[config.mk]
export PLATFORM = sky130hd
export DESIGN_NAME = ring_osc_meas_ctrl
export DESIGN_NICKNAME = d
export VERILOG_FILES = /design/src/rtl/ring_osc_meas_ctrl.sv
export SDC_FILE = /design/constraint.sdc
export NUM_CORES = 1
export LEC_CHECK = 0
export CAP_MARGIN = 20
export CORE_AREA = 2 2 88 90
export DETAILED_ROUTE_END_ITERATION = 7
export DIE_AREA = 0 0 90 92
export PLACE_DENSITY = 0.85
export SYNTH_ARGS = -nofsm -noshare
export SYNTH_HDL_FRONTEND = slang
export SYNTH_SLANG_ARGS = --single-unit
[constraint.sdc]
create_clock -name clk -period 2.1 [get_ports clk]
set_clock_uncertainty 0.1 [all_clocks]
set_input_delay 0.42 -clock clk [delete_from_list [all_inputs] [get_ports clk]]
set_output_delay 0.42 -clock clk [all_outputs]
set_load 0.05 [all_outputs]
[src/rtl/ring_osc_meas_ctrl.sv]
// Ring-oscillator delay measurement sequencer.
// Enables the ring, waits out the startup transient, counts synchronized ring
// rising edges over a gate of clk cycles, drains the synchronizer with the ring
// disabled, then publishes a saturating count.
//
// state      | meaning
// -----------+-----------------------------------------------------------
// ST_IDLE    | ring off, waiting for start
// ST_SETTLE  | ring on, edges ignored for SETTLE_CYC cycles
// ST_MEASURE | ring on, counting rises for the latched gate length
// ST_DRAIN   | ring off, SYNC_STAGES+1 cycles so no stale edge is counted
// ST_DONE    | one cycle, publishes count and overflow, pulses done
module ring_osc_meas_ctrl #(
    parameter int COUNT_W     = 16,
    parameter int GATE_W      = 16,
    parameter int SETTLE_CYC  = 4,
    parameter int SYNC_STAGES = 2
) (
    input  logic               clk,
    input  logic               rst,
    input  logic               start,
    input  logic               abort,
    input  logic [GATE_W-1:0]  gate_len,
    input  logic               ring_in,
    output logic               ring_en,
    output logic               busy,
    output logic               done,
    output logic [COUNT_W-1:0] result_count,
    output logic               overflow
);

    typedef enum logic [2:0] {
        ST_IDLE,
        ST_SETTLE,
        ST_MEASURE,
        ST_DRAIN,
        ST_DONE
    } state_t;

    localparam logic [GATE_W-1:0] GATE_ONE    = GATE_W'(1);
    localparam logic [GATE_W-1:0] SETTLE_LOAD = GATE_W'(SETTLE_CYC - 1);
    localparam logic [GATE_W-1:0] DRAIN_LOAD  = GATE_W'(SYNC_STAGES);

    state_t               state;
    state_t               state_next;
    logic [GATE_W-1:0]    tmr;
    logic [GATE_W-1:0]    gate_q;
    logic                 aborted;
    logic [COUNT_W-1:0]   cnt;
    logic                 ovf_flag;
    logic [SYNC_STAGES-1:0] sync_q;
    logic                 sync_prev;
    logic                 rise;
    logic                 tmr_zero;
    logic                 accept;

    assign tmr_zero = (tmr == '0);
    assign rise     = sync_q[SYNC_STAGES-1] & ~sync_prev;
    assign accept   = (state == ST_IDLE) && start && !abort;

    // State register.
    always_ff @(posedge clk) begin
        if (rst) state <= ST_IDLE;
        else     state <= state_next;
    end

    // Next-state logic; abort takes priority over the timer expiring.
    always_comb begin
        state_next = state;
        case (state)
            ST_IDLE:    if (accept) state_next = ST_SETTLE;
            ST_SETTLE:  if (abort) state_next = ST_DRAIN;
                        else if (tmr_zero) state_next = ST_MEASURE;
            ST_MEASURE: if (abort || tmr_zero) state_next = ST_DRAIN;
            ST_DRAIN:   if (tmr_zero) state_next = aborted ? ST_IDLE : ST_DONE;
            ST_DONE:    state_next = ST_IDLE;
            default:    state_next = ST_IDLE;
        endcase
    end

    // Bring the asynchronous ring tap into the clk domain and keep one more flop for edge detect.
    always_ff @(posedge clk) begin
        if (rst) begin
            sync_q    <= '0;
            sync_prev <= 1'b0;
        end else begin
            sync_q    <= {sync_q[SYNC_STAGES-2:0], ring_in};
            sync_prev <= sync_q[SYNC_STAGES-1];
        end
    end

    // Phase down-counter, gate latch and abort marker; the timer reloads on every state change.
    always_ff @(posedge clk) begin
        if (rst) begin
            tmr     <= '0;
            gate_q  <= '0;
            aborted <= 1'b0;
        end else begin
            if (accept) gate_q <= (gate_len == '0) ? GATE_ONE : gate_len;
            if (state_next != state) begin
                case (state_next)
                    ST_SETTLE:  tmr <= SETTLE_LOAD;
                    ST_MEASURE: tmr <= gate_q - GATE_ONE;
                    ST_DRAIN:   tmr <= DRAIN_LOAD;
                    default:    tmr <= '0;
                endcase
                if (state_next == ST_DRAIN) aborted <= abort;
            end else if (!tmr_zero) begin
                tmr <= tmr - GATE_ONE;
            end
        end
    end

    // Saturating edge counter, active only during the gate window.
    always_ff @(posedge clk) begin
        if (rst) begin
            cnt      <= '0;
            ovf_flag <= 1'b0;
        end else if (accept) begin
            cnt      <= '0;
            ovf_flag <= 1'b0;
        end else if (state == ST_MEASURE && rise) begin
            if (cnt == '1) ovf_flag <= 1'b1;
            else           cnt      <= cnt + COUNT_W'(1);
        end
    end

    // Registered outputs derived from the state being entered.
    always_ff @(posedge clk) begin
        if (rst) begin
            ring_en      <= 1'b0;
            busy         <= 1'b0;
            done         <= 1'b0;
            result_count <= '0;
            overflow     <= 1'b0;
        end else begin
            ring_en <= (state_next == ST_SETTLE) || (state_next == ST_MEASURE);
            busy    <= (state_next != ST_IDLE);
            done    <= (state_next == ST_DONE);
            if (state_next == ST_DONE) begin
                result_count <= cnt;
                overflow     <= ovf_flag;
            end
        end
    end

endmodule

Word level (Yosys, flattened, before mapping) --
Cells that the tools add are included.
Operators by class: add/subtract/negate cells 3, equality and inequality tests 10, mux-type cells 11, bitwise operators 3, reduce and logical (&&, ||, !) cells 14
Operator list (count):
- 16-bit two-way mux | 3
- 16-bit one-hot mux with 3 select lines | 1
- 16-bit zero test | 2
- 16-bit by 1-bit subtractor with 16-bit output (second input constant) | 2
- 3-bit two-way mux | 6
- 16-bit by 1-bit adder with 16-bit output (second input constant) | 1
- 16-bit == test (second input constant) | 1
- 3-bit by 2-bit == test with 1-bit output (second input constant) | 4
- 3-bit one-hot mux with 4 select lines | 1
- 3-bit by 1-bit == test with 1-bit output (second input constant) | 2
- 2-bit AND reduction | 3
- 3-bit == test (second input constant) | 1
- 1-bit logical AND | 3
- 3-bit zero test | 1
- 3-bit inequality test | 1
- 3-bit nonzero test | 1
- 1-bit logical OR | 2
- 2-bit by 1-bit inequality test with 1-bit output (second input constant) | 1
- 1-bit inverter | 2
- 2-bit OR reduction | 1
- 1-bit AND | 1
- 1-bit zero test | 1
Word-level totals: flip-flop bits (word level) 76, bits of input ports 21, output and inout port bits 20, logic and storage cells 54

Longest topological paths before layout --
depth in word-level cells 8, depth in mapped cells 10, gate-level depth less buffers 7

Least setup slack after synthesis --
No wires, ideal clock.
path type reg-to-reg, start register gate_q[0], end register tmr[14], setup time 0.132 ns, arrival 1.867 ns, required time 1.868 ns, setup slack 0.001 ns, stages on the path, launching flop included 9, path buffers 1, period minus slack after synthesis 2.099 ns, cells stage by stage dfxtp_1 -> inv_1 -> ha_1 -> or3b_1 -> clkbuf_1 -> or4_1 -> o21a_1 -> o21ai_1 -> a21oi_1
Between the ends: longest elaborated chain between the ends 3
Ends and longest elaborated chain:
- start: declaration | RTL line 47 | logic [GATE_W-1:0] gate_q;
- start signal: assignment | RTL line 99 | if (accept) gate_q <= (gate_len == '0) ? GATE_ONE : gate_len;
- 16-bit by 1-bit subtractor with 16-bit output | RTL line 103 | ST_MEASURE: tmr <= gate_q - GATE_ONE;
- 16-bit one-hot mux with 3 select lines | RTL line 101 | case (state_next)
- 16-bit two-way mux | RTL line 100 | if (state_next != state) begin
- end signal: assignment | RTL line 103
- end signal: assignment | RTL line 109 | tmr <= tmr - GATE_ONE;
- end: declaration | RTL line 46 | logic [GATE_W-1:0] tmr;
Every way passes these cells. A chain may end at the register's enable or synchronous reset.

Worst setup path in the final report --
start register result_count[13], end output result_count[13]
RTL lines:
- start: declaration | RTL line 28 | output logic [COUNT_W-1:0] result_count,
- start signal: assignment | RTL line 141 | result_count <= cnt;
No word-level cell between the ends.

==> results_dict.tcl <==
set metrics [dict create \
    outcome "finished, final reports clean" \
    cts_tree "done" \
    worstReg2RegEnd "tmr[0]" \
    worst_slew_pin_slew_ns 0.524 \
    diodes 0 \
    routed-via-count 3444 \
    synth.area.top_cells "dfxtp_1, nand2_1, a21oi_1" \
    cp_num_cells 1 \
    yosysMostFrequentCell "dfxtp_1" \
    die_y_um 92 \
    clockBufferDepth 2 \
    setup_violations 0 \
    setup_tns_ns 0 \
    numCtsBuffers 9 \
    initial_core_util_pct 49.2 \
    rrSetupSlack_ns 0.04 \
    p_leak_nw 1.84 \
    nets 535 \
    io_pins 41 \
    drive_above_1_share_pct 20.3 \
    synth_ff_type "dfxtp_1" \
    fillerInstances 599 \
    startpoint "result_count[13]" \
    netlist_area_um2 3660 \
    routabilityCongestion 0.927 \
    required_ns 1.58 \
    drtAntennaViolNets 0 \
    cts-root-buf "clkbuf_8" \
    reg2reg_from "tmr[1]" \
    ir_drop_mv 0.523 \
    rr_worst_depth 10 \
    htree_levels 3 \
    holdBufCountCts 0 \
    synth_edf_count 0 \
    startpoint_type "flop" \
    postSynthAreaPerCell_um2 8.52 \
    crit_family "buffers and inverters" \
    clkTransAtPathRegs_ns 0.08 \
    wirelength_um 9480 \
    drv_cap 0 \
    cts.sinks 76 \
    syn_nets 454 \
    wl_per_cell_um 15.3 \
    slowest_stage "clkdlybuf4s50_1" \
    drv_slew 0 \
    dieArea_um2 8280 \
    synth_seq_cells 76 \
    core_um2 7450 \
    min_period_over_period_pct 98.3 \
    antenna_found_initial 0 \
    seq_area_um2 1520 \
    yosys_warnings 0 \
    cp-endpoint "result_count[13]" \
    crit_chain "clkdlybuf4s50_1" \
    relSlewSlack_pct 65.0 \
    yosysTopAreaCell "dfxtp_1" \
    grt_pass1_vias 3317 \
    synth_top_area_share_pct 41.5 \
    clock_latency_ns 0.36 \
    syn_to_final_growth_pct 31.8 \
    viasPerCell 5.57 \
    seq_area_frac_synth_pct 41.5 \
    ys_async_sr_fraction_pct 0 \
    rows 32 \
    dpl.hpwl_um 6780 \
    endpoint_kind "primary output" \
    critPathKind "reg2out" \
    timing.final.crit_period_ns 2.06 \
    synthCells 430 \
    die_width_um 90 \
    cpPeakStageDelay_ns 0.82 \
    synth_cell_types 67 \
    min_path_type "reg2reg" \
    io_buffers 40 \
    first_pass_iters 4 \
    crit_arrival_ns 1.54 \
    hold_violations 0 \
    multi_input_area_um2 2140 \
    drt_iter0_drc 105 \
    grt_first_pass_wirelength_um 15400 \
    holdWs_ns 0.351 \
    power_density_nw_per_um2 1150 \
    grt_max_degree 21 \
    ys_top_cells_by_count "dfxtp_1, nand2_1, a21oi_1, nor2_1, xor2_1" \
    track_usage_pct 23.0 \
    crit_buf_inv 1 \
    drc_errors 0 \
    path_max_fanout 2 \
    grt-ovfl-total 0 \
    fmax_mhz 485 \
]
-- through the flow --
step | instance area, µm² | utilization, % | setup WS [ns] | std cells | total power (W)
floorplan | 3660 | - | 0.00104 | 430 | 0.00338
global placement | 4480 | 60.2 | -0.418 | 599 | 0.00410
detailed placement | 4480 | 60.2 | -0.442 | 599 | 0.00416
CTS | 4700 | 63.1 | 0.00966 | 616 | 0.00531
global route | 4830 | 64.9 | -0.0478 | 618 | 0.00591
finish | 4830 | 64.9 | 0.0367 | 618 | 0.00557
-- worst min path at each step --
| stage | end | slack [ns] | startpoint | cells after the start |
|---|---|---|---|---|
| 3_5_place_dp | sync_q[1] | 0.34 | sync_q[0] | 1 |
| 4_1_cts | result_count[7] | 0.36 | result_count[7] | 2 |
| 5_1_grt | sync_q[1] | 0.37 | sync_q[0] | 1 |
| 6_report | sync_q[1] | 0.35 | sync_q[0] | 1 |
| 3_3_place_gp | sync_q[1] | 0.32 | sync_q[0] | 1 |
| 2_1_floorplan | sync_q[1] | 0.31 | sync_q[0] | 1 |
-- kinds of logic after synthesis --
family          Yosys count  synth area share (%)
mux                       1                 0.307
simple gates            190                  27.9
compound gates          104                  19.1
flops                    76                  41.5
buf+inv                  28                  3.45
fa+ha+maj                 3                  1.02
xor+xnor                 28                  6.69
-- where the power goes --
part / internal (W) / leakage, nW / switching (W)
Sequential: 0.00161 / 0.618 / 0.000186
Clock: 0.000554 / 0.100 / 0.000574
Combinational: 0.00126 / 1.13 / 0.00139
Total: 0.00342 / 1.84 / 0.00215
-- layer usage --
layer	part of all wire [%]	routed length, µm	vias to the layer above	track usage, %
li1	-	-	1721	-
met1	44	4170	1618	28.2
met2	49	4620	83	38.2
met3	4.4	418	22	6.90
met4	2.9	275	0	8.97
met5	0	0	-	0
-- cell usage in the layout (no fill, tap or decap), types with 3 or more instances in the layout --
cell type / instances
dfxtp_1: 75
nand2_1: 61
buf_4: 49
clkdlybuf4s50_1: 39
a21oi_1: 34
nor2_1: 34
xor2_1: 17
a22o_1: 13
nand3_1: 11
xnor2_1: 10
nor4_1: 9
o21ai_0: 9
clkbuf_8: 9
nand4_1: 8
nor3_1: 8
nand2b_1: 6
o21ai_1: 6
a22oi_1: 6
a31oi_1: 6
inv_1: 5
or4_4: 5
and3_1: 5
nor2b_1: 4
and2_1: 4
nor3_2: 3
nor4_4: 3
nor4_2: 3
or3_1: 3
o21a_1: 3
o31a_1: 3
-- repair_timing --
item                       in CTS  in global routing
resized for setup               3                 26
setup buffers                   1                  1
setup endpoints to repair      19                 31
gates cloned                    0                  1
pin swaps                       0                  4
-- registers in the layout, indices dropped and copies added (netlist names) --
register,flops
cnt,16
aborted,1
state,3
done,1
gate_q,16
sync_prev,1
tmr,16
result_count,16
overflow,1
busy,1
ring_en,1
sync_q,2
ovf_flag,1
-- cell type report --
cell class,instances,share of cell area [%]
Clock buffer,9,2.56
Clock inverter,7,1.53
Inverter,6,0.466
Multi-Input combinational cell,326,44.4
Sequential cell,76,31.5
Tap cell,102,2.64
Timing Repair Buffer,92,16.9
Note: power is estimated with default switching activity, not from simulation.
